$ cat src/rtl/isa_pkg.sv
// -----------------------------------------------------------------------------
// isa_pkg
// Shared definitions for the team's 32-bit ISA: mnemonic enum, 6-bit primary
// opcodes, field bit positions and the NOP word. Used by the encoder/loader
// and by the standalone field packer.
// -----------------------------------------------------------------------------
package isa_pkg;

    // Mnemonic codes carried on in_op; values 11..15 are undefined.
    typedef enum logic [3:0] {
        OP_LW   = 4'd0,
        OP_SW   = 4'd1,
        OP_ADD  = 4'd2,
        OP_JR   = 4'd3,
        OP_JAL  = 4'd4,
        OP_NOR  = 4'd5,
        OP_NORI = 4'd6,
        OP_NOT  = 4'd7,
        OP_BLEU = 4'd8,
        OP_ROLV = 4'd9,
        OP_RORV = 4'd10
    } op_e;

    typedef enum logic {
        ST_IDLE = 1'b0,
        ST_PAD  = 1'b1
    } state_e;

    // Primary opcodes, placed in ins[31:26].
    localparam logic [5:0] OPC_LW   = 6'b100011;
    localparam logic [5:0] OPC_SW   = 6'b101011;
    localparam logic [5:0] OPC_ADD  = 6'b100000;
    localparam logic [5:0] OPC_JR   = 6'b001000;
    localparam logic [5:0] OPC_JAL  = 6'b000011;
    localparam logic [5:0] OPC_NOR  = 6'b100110;
    localparam logic [5:0] OPC_NORI = 6'b001110;
    localparam logic [5:0] OPC_NOT  = 6'b000100;
    localparam logic [5:0] OPC_BLEU = 6'b010000;
    localparam logic [5:0] OPC_ROLV = 6'b000000;
    localparam logic [5:0] OPC_RORV = 6'b000010;

    // Field LSB positions and widths.
    localparam int OPC_LSB = 26;
    localparam int RS_LSB  = 21;
    localparam int RT_LSB  = 16;
    localparam int RD_LSB  = 11;
    localparam int OPC_W   = 6;
    localparam int REG_W   = 5;
    localparam int IMM_W   = 16;
    localparam int TGT_W   = 26;

    localparam logic [31:0] NOP_WORD = 32'h0000_0000;

endpackage

$ cat src/rtl/ins_encoder_loader_if.sv
// -----------------------------------------------------------------------------
// ins_encoder_loader_if
// Request handshake (decoded instruction in) plus instruction-memory write port.
//   master : request producer / memory observer (program loader, test harness)
//   slave  : the encoder/loader
// Signals:
//   in_valid/in_ready         request handshake
//   in_op, in_rs/rt/rd,
//   in_imm, in_target         decoded instruction fields
//   imem_we/addr/wdata        sequential instruction-memory write port
// -----------------------------------------------------------------------------
interface ins_encoder_loader_if #(
    parameter int AW = 8
);
    logic          in_valid;
    logic          in_ready;
    logic [3:0]    in_op;
    logic [4:0]    in_rs;
    logic [4:0]    in_rt;
    logic [4:0]    in_rd;
    logic [15:0]   in_imm;
    logic [25:0]   in_target;
    logic          imem_we;
    logic [AW-1:0] imem_addr;
    logic [31:0]   imem_wdata;

    modport master (
        output in_valid, in_op, in_rs, in_rt, in_rd, in_imm, in_target,
        input  in_ready, imem_we, imem_addr, imem_wdata
    );

    modport slave (
        input  in_valid, in_op, in_rs, in_rt, in_rd, in_imm, in_target,
        output in_ready, imem_we, imem_addr, imem_wdata
    );
endinterface

$ cat src/rtl/ins_field_pack.sv
// -----------------------------------------------------------------------------
// ins_field_pack
// Purely combinational mnemonic/fields -> 32-bit instruction word packer.
// Ports:
//   op              mnemonic (op_e encoding, 4 bits)
//   rs, rt, rd      register fields
//   imm             16-bit immediate
//   target          26-bit jump target
//   word            packed instruction (NOP_WORD when illegal)
//   illegal         op is not a defined mnemonic
//   is_ctrl         op is a control transfer (BLEU/JR/JAL)
// -----------------------------------------------------------------------------
module ins_field_pack
    import isa_pkg::*;
(
    input  logic [3:0]  op,
    input  logic [4:0]  rs,
    input  logic [4:0]  rt,
    input  logic [4:0]  rd,
    input  logic [15:0] imm,
    input  logic [25:0] target,
    output logic [31:0] word,
    output logic        illegal,
    output logic        is_ctrl
);
    logic [31:0] rs_f, rt_f, rd_f, imm_f, tgt_f;
    logic [5:0]  opc;

    assign rs_f  = 32'(rs) << RS_LSB;
    assign rt_f  = 32'(rt) << RT_LSB;
    assign rd_f  = 32'(rd) << RD_LSB;
    assign imm_f = 32'(imm);
    assign tgt_f = 32'(target);

    always_comb begin
        // NOTE: every output gets a default before the case so no path leaves
        // a variable unassigned, which would infer a latch.
        word    = NOP_WORD;
        opc     = 6'b0;
        illegal = 1'b0;
        is_ctrl = 1'b0;
        case (op)
            OP_ADD:  begin opc = OPC_ADD;  word = rs_f | rt_f | rd_f;  end
            OP_NOR:  begin opc = OPC_NOR;  word = rs_f | rt_f | rd_f;  end
            OP_ROLV: begin opc = OPC_ROLV; word = rs_f | rt_f | rd_f;  end
            OP_RORV: begin opc = OPC_RORV; word = rs_f | rt_f | rd_f;  end
            OP_LW:   begin opc = OPC_LW;   word = rs_f | rt_f | imm_f; end
            OP_SW:   begin opc = OPC_SW;   word = rs_f | rt_f | imm_f; end
            OP_NORI: begin opc = OPC_NORI; word = rs_f | rt_f | imm_f; end
            OP_BLEU: begin opc = OPC_BLEU; word = rs_f | rt_f | imm_f; is_ctrl = 1'b1; end
            OP_NOT:  begin opc = OPC_NOT;  word = rs_f | rt_f;         end
            OP_JR:   begin opc = OPC_JR;   word = rs_f;                is_ctrl = 1'b1; end
            OP_JAL:  begin opc = OPC_JAL;  word = tgt_f;               is_ctrl = 1'b1; end
            default: illegal = 1'b1;
        endcase
        if (!illegal) begin
            word = word | (32'(opc) << OPC_LSB);
        end
    end
endmodule

$ cat src/rtl/ins_encoder_loader.sv
// -----------------------------------------------------------------------------
// ins_encoder_loader
// Accepts decoded instruction requests, packs each into a 32-bit word and writes
// it to the next instruction-memory address (base + count). Control transfers
// are optionally followed by a NOP delay-slot word.
// Ports:
//   clk, reset          clock, synchronous active-high reset
//   start, base_addr    restart a program at base_addr, clear count and flags
//   bus (slave)         request handshake + imem write port
//   count               words written since start
//   full                count == DEPTH
//   illegal             sticky: an undefined mnemonic was consumed
//   overflow            sticky: a delay-slot NOP was dropped for lack of space
// -----------------------------------------------------------------------------
module ins_encoder_loader
    import isa_pkg::*;
#(
    parameter int AW             = 8,
    parameter int DEPTH          = 256,
    parameter bit PAD_DELAY_SLOT = 1'b1
) (
    input  logic                 clk,
    input  logic                 reset,
    input  logic                 start,
    input  logic [AW-1:0]        base_addr,
    ins_encoder_loader_if.slave  bus,
    output logic [AW:0]          count,
    output logic                 full,
    output logic                 illegal,
    output logic                 overflow
);
    localparam logic [AW:0] DEPTH_W = (AW+1)'(DEPTH);

    state_e        state, state_nxt;
    logic [AW-1:0] base_q;
    logic [AW-1:0] wr_addr;
    logic [31:0]   packed_word;
    logic          op_illegal, op_ctrl;
    logic          accept, pad_fire, last_slot, want_pad;

    ins_field_pack u_pack (
        .op      (bus.in_op),
        .rs      (bus.in_rs),
        .rt      (bus.in_rt),
        .rd      (bus.in_rd),
        .imm     (bus.in_imm),
        .target  (bus.in_target),
        .word    (packed_word),
        .illegal (op_illegal),
        .is_ctrl (op_ctrl)
    );

    assign full      = (count == DEPTH_W);
    // The word being written now occupies the final slot: no room for a pad.
    assign last_slot = ((count + (AW+1)'(1)) == DEPTH_W);
    assign want_pad  = PAD_DELAY_SLOT && op_ctrl;
    // Wraps modulo 2^AW by truncation.
    assign wr_addr   = base_q + count[AW-1:0];
    assign accept    = bus.in_valid && bus.in_ready;

    // State register.
    always_ff @(posedge clk) begin
        if (reset) state <= ST_IDLE;
        else       state <= state_nxt;
    end

    // Next-state logic; start abandons a pending pad.
    always_comb begin
        state_nxt = state;
        if (start) begin
            state_nxt = ST_IDLE;
        end else begin
            case (state)
                ST_IDLE: if (accept && want_pad && !last_slot) state_nxt = ST_PAD;
                ST_PAD:  state_nxt = ST_IDLE;
                default: state_nxt = ST_IDLE;
            endcase
        end
    end

    // Output logic; start and reset both block acceptance in their cycle.
    always_comb begin
        bus.in_ready = 1'b0;
        pad_fire     = 1'b0;
        case (state)
            ST_IDLE: bus.in_ready = !full && !start && !reset;
            ST_PAD:  pad_fire     = !start;
            default: ;
        endcase
    end

    // Write port, counter and sticky flags.
    always_ff @(posedge clk) begin
        // NOTE: sequential state uses non-blocking assignments so every
        // register samples pre-edge values regardless of statement order.
        if (reset) begin
            bus.imem_we    <= 1'b0;
            bus.imem_addr  <= '0;
            bus.imem_wdata <= '0;
            base_q         <= '0;
            count          <= '0;
            illegal        <= 1'b0;
            overflow       <= 1'b0;
        end else begin
            bus.imem_we <= 1'b0;
            if (start) begin
                base_q   <= base_addr;
                count    <= '0;
                illegal  <= 1'b0;
                overflow <= 1'b0;
            end else if (accept) begin
                if (op_illegal) begin
                    illegal <= 1'b1;
                end else begin
                    bus.imem_we    <= 1'b1;
                    bus.imem_addr  <= wr_addr;
                    bus.imem_wdata <= packed_word;
                    count          <= count + (AW+1)'(1);
                    if (want_pad && last_slot) overflow <= 1'b1;
                end
            end else if (pad_fire) begin
                bus.imem_we    <= 1'b1;
                bus.imem_addr  <= wr_addr;
                bus.imem_wdata <= NOP_WORD;
                count          <= count + (AW+1)'(1);
            end
        end
    end
endmodule

$ cat src/flat_wrapper.sv
// flat-port wrapper written by rule: the top's interface ports become plain ports
module ins_encoder_loader_flat import isa_pkg::*;
#(
    parameter int AW             = 8,
    parameter int DEPTH          = 256,
    parameter bit PAD_DELAY_SLOT = 1'b1
)
  (clk, reset, start, base_addr, count, full, illegal, overflow, bus_in_valid, bus_in_op, bus_in_rs, bus_in_rt, bus_in_rd, bus_in_imm, bus_in_target, bus_in_ready, bus_imem_we, bus_imem_addr, bus_imem_wdata);
  ins_encoder_loader_if #(.AW(AW)) bus_i ();
  input  logic clk;
  input  logic reset;
  input  logic start;
  input  logic [AW-1:0] base_addr;
  output logic [AW:0] count;
  output logic full;
  output logic illegal;
  output logic overflow;
  input wire logic [$bits(bus_i.in_valid)-1:0] bus_in_valid;
  input wire logic [$bits(bus_i.in_op)-1:0] bus_in_op;
  input wire logic [$bits(bus_i.in_rs)-1:0] bus_in_rs;
  input wire logic [$bits(bus_i.in_rt)-1:0] bus_in_rt;
  input wire logic [$bits(bus_i.in_rd)-1:0] bus_in_rd;
  input wire logic [$bits(bus_i.in_imm)-1:0] bus_in_imm;
  input wire logic [$bits(bus_i.in_target)-1:0] bus_in_target;
  output wire logic [$bits(bus_i.in_ready)-1:0] bus_in_ready;
  output wire logic [$bits(bus_i.imem_we)-1:0] bus_imem_we;
  output wire logic [$bits(bus_i.imem_addr)-1:0] bus_imem_addr;
  output wire logic [$bits(bus_i.imem_wdata)-1:0] bus_imem_wdata;
  assign bus_i.in_valid = bus_in_valid;
  assign bus_i.in_op = bus_in_op;
  assign bus_i.in_rs = bus_in_rs;
  assign bus_i.in_rt = bus_in_rt;
  assign bus_i.in_rd = bus_in_rd;
  assign bus_i.in_imm = bus_in_imm;
  assign bus_i.in_target = bus_in_target;
  assign bus_in_ready = bus_i.in_ready;
  assign bus_imem_we = bus_i.imem_we;
  assign bus_imem_addr = bus_i.imem_addr;
  assign bus_imem_wdata = bus_i.imem_wdata;
  ins_encoder_loader #(.AW(AW), .DEPTH(DEPTH), .PAD_DELAY_SLOT(PAD_DELAY_SLOT)) u_core (.clk(clk), .reset(reset), .start(start), .base_addr(base_addr), .bus(bus_i), .count(count), .full(full), .illegal(illegal), .overflow(overflow));
endmodule
$ cat config.mk
export PLATFORM = sky130hd
export DESIGN_NAME = ins_encoder_loader_flat
export DESIGN_NICKNAME = d
export VERILOG_FILES = /design/src/rtl/isa_pkg.sv /design/src/rtl/ins_encoder_loader_if.sv /design/src/rtl/ins_field_pack.sv /design/src/rtl/ins_encoder_loader.sv /design/src/flat_wrapper.sv
export SDC_FILE = /design/constraint.sdc
export NUM_CORES = 1
export LEC_CHECK = 0
export ABC_AREA = 1
export CAP_MARGIN = 5
export CORE_UTILIZATION = 40
export DETAILED_ROUTE_END_ITERATION = 16
export PLACE_DENSITY = 0.74
export SLEW_MARGIN = 10
export SYNTH_ARGS = -nofsm -noshare
export SYNTH_HDL_FRONTEND = slang
export SYNTH_HIERARCHICAL = 1
export SYNTH_SLANG_ARGS = --single-unit
$ cat constraint.sdc
create_clock -name clk -period 2.5 [get_ports clk]
set_clock_uncertainty 0.05 [all_clocks]
set_input_delay 0.375 -clock clk [delete_from_list [all_inputs] [get_ports clk]]
set_output_delay 0.375 -clock clk [all_outputs]
set_load 0.02 [all_outputs]
==> flow_summary.toml <==
[run_status]
outcome = "completed"

[route]
wl_per_cell_um = 13.28
vias = 3637
routed_via_density = 5.058
drtIter0Drc = 115
dr.pass1.iters = 4
drt-total-wl_um = 9546
drc = 0
wl_met2_um = 4538
wl_met3_um = 668
drtAntennaViolNets = 0
m1WireLength_um = 4102
topRoutingLayerUsed = "met4"

[place]
hpwlAfterDp_um = 6976
globalplace.congestion = 0.8760
place_area_um2 = 4676
io_buffers = 126
dp_slack_ns = 0.2213

[critical_path]
cp.required_ns = 2.08
r2r_setup_slack_ns = 0.49
worstPathArrival_ns = 1.68
worst-setup-path-type = "register to output pin"
crit_path_end_kind = "output pin"
start_kind = "register"
critPathMaxFanout = 9

[timing]
fin_crit_ns = 2.102
final_hold_viol_count = 0
fmax_mhz = 475.8
fin_crit_sh = 0.8406
rsz0062_at_grt = "false"
worst_slack_ns = 0.3984
setup_viol = 0
tightest_slew_ns = 0.4270
final.setup.tns_ns = 0
slew_headroom = 0.7153
slew_viol_final = 0
holdWs_ns = 0.4082

[clocking]
cts.reportedPaths.clkPinSlew_ns = 0.07
clk_latency_ns = 0.33
cts-buffers-inserted = 9
cts_tree = "done"
post_cts_buffers = 0
ctsHoldBuffers = 0
clock_sinks = 61
htreeDepth = 3
clock_path_buffers = 2
root_buffer = "clkbuf_8"

[synthesis]
synth.most_common_cell = "nand2_1"
netlist_instances = 489
syn_avg_cell_area_um2 = 6.804
yosysSeqAreaShare = 0.3671
syn_area_um2 = 3327
synth_cell_types = 27
synth_top_area_cell = "dfxtp_1"
async_reset_ff_frac = 0
synthTopCellsByArea = "dfxtp_1 (37%), nand2_1 (13%), a21oi_1 (9.0%), o21ai_0 (7.8%), nand3_1 (7.1%)"
ys_seq_elements = 61
ys.flop_type = "dfxtp_1"
synth_enable_flop_cells = 0
yosysTopAreaCellShare = 0.3671
yosysWarnings = 6
synth_common_cells = "nand2_1 (118), dfxtp_1 (61), a21oi_1 (60)"
syn_nets = 573

[power_and_ir_drop]
cellLeakagePower_uw = 0.002079
power_uw = 2325
ir_worst_vdd_uv = 252.2
power.density_nw_per_um2 = 478.4

[layout]
nFillCells = 721
drive_above_1_share = 0.06969
fin_area_um2 = 4860
num_antenna_cells = 0
area_growth_pct = 46.07
nNetsFinal = 697

[floorplan]
rows = 32
start_util = 0.4218
die_h_um = 93.20
die_x_um = 93.20
ios = 127
die_area_um2 = 8686
core_area_um2 = 7888

[worst_hold_path]
holdCritPathClass = "register to register"

[global_route]
grt_overflow = 0
grt_pass1_wl_um = 15620
grt_pass1_vias = 3438
antenna_found_initial = 0
grt_usage = 0.2280
grt_max_degree = 51

[run]
maxCapViolations = 0
==> per-stage QoR <==
stage               std cells  utilization
finish                    719       0.6161
global route              719       0.6161
CTS                       719       0.6155
detailed placement        704       0.5928
global placement          704       0.5928
floorplan                 489            -
==> what timing repair did <==
| action | in CTS | in global routing |
|---|---|---|
| endpoints found under the setup margin | 1 | 2 |
| resized for setup | 1 | 2 |
| endpoints found under the hold margin | 0 | 0 |
==> logic make-up after synthesis <==
kind of cell,count (synthesis),share of synthesized area
simple gates,225,0.2930
compound gates,127,0.1926
flops,61,0.3671
buf+inv,59,0.08800
fa+ha+maj,11,0.04363
xor+xnor,6,0.01580
==> final timing paths <==
path                                 startpoint                       to  cells past startpoint
worst max-delay path            u_core/count[1]             bus_in_ready                      8
worst min-delay path            u_core/overflow          u_core/overflow                      2
worst max register to register  u_core/count[0]  u_core/bus.imem_addr[6]                      9
worst min register to register  u_core/overflow          u_core/overflow                      2
==> per-layer routing <==
metal  up-vias  global-route usage
met5         -                   0
met4         0             0.08718
met3        23             0.07398
met2       115              0.3873
met1      1636              0.2659
li1       1863                   -
==> worst max-delay path, cell delays in order (launching register included) <==
cell and delay, ns:
dfxtp_2 0.41, inv_1 0.10, ha_1 0.19, nand2_1 0.06
nor2_1 0.06, nand2_2 0.09, inv_2 0.05, nor3_4 0.14
dlymetal6s2s_1 0.25
==> power by group <==
group	internal (uW)	switching (uW)
combinational	240	242
sequential	1020	27.0
clock	435	362
total	1690	631
==> registers in the layout, indices dropped and copies added, names as in the netlist <==
register	count
u_core/illegal	1
u_core/overflow	1
u_core/count	9
u_core/bus.imem_we	1
u_core/base_q	8
u_core/bus.imem_addr	8
u_core/state	1
u_core/bus.imem_wdata	32
==> area by class of cell <==
type / count / area (um2) / area share
clock buffers: 14 / 172.7 / 0.03553
clock inverters: 1 / 5.005 / 0.001030
inverters: 32 / 120.1 / 0.02472
multi-input cells: 369 / 1815 / 0.3736
flip-flops and latches: 61 / 1222 / 0.2515
well taps: 102 / 127.6 / 0.02626
repair buffers: 140 / 1396 / 0.2873
==> layout by cell type (no fill, tap or decap), drive strengths merged, types with 10 or more instances in the layout <==
cell             n
clkdlybuf4s50  124
nand2          122
o21ai           65
dfxtp           61
a21oi           60
nand3           48
nor2            47
inv             32
clkbuf          14
buf             14
ha              10
(Power assumes the default switching activity.)
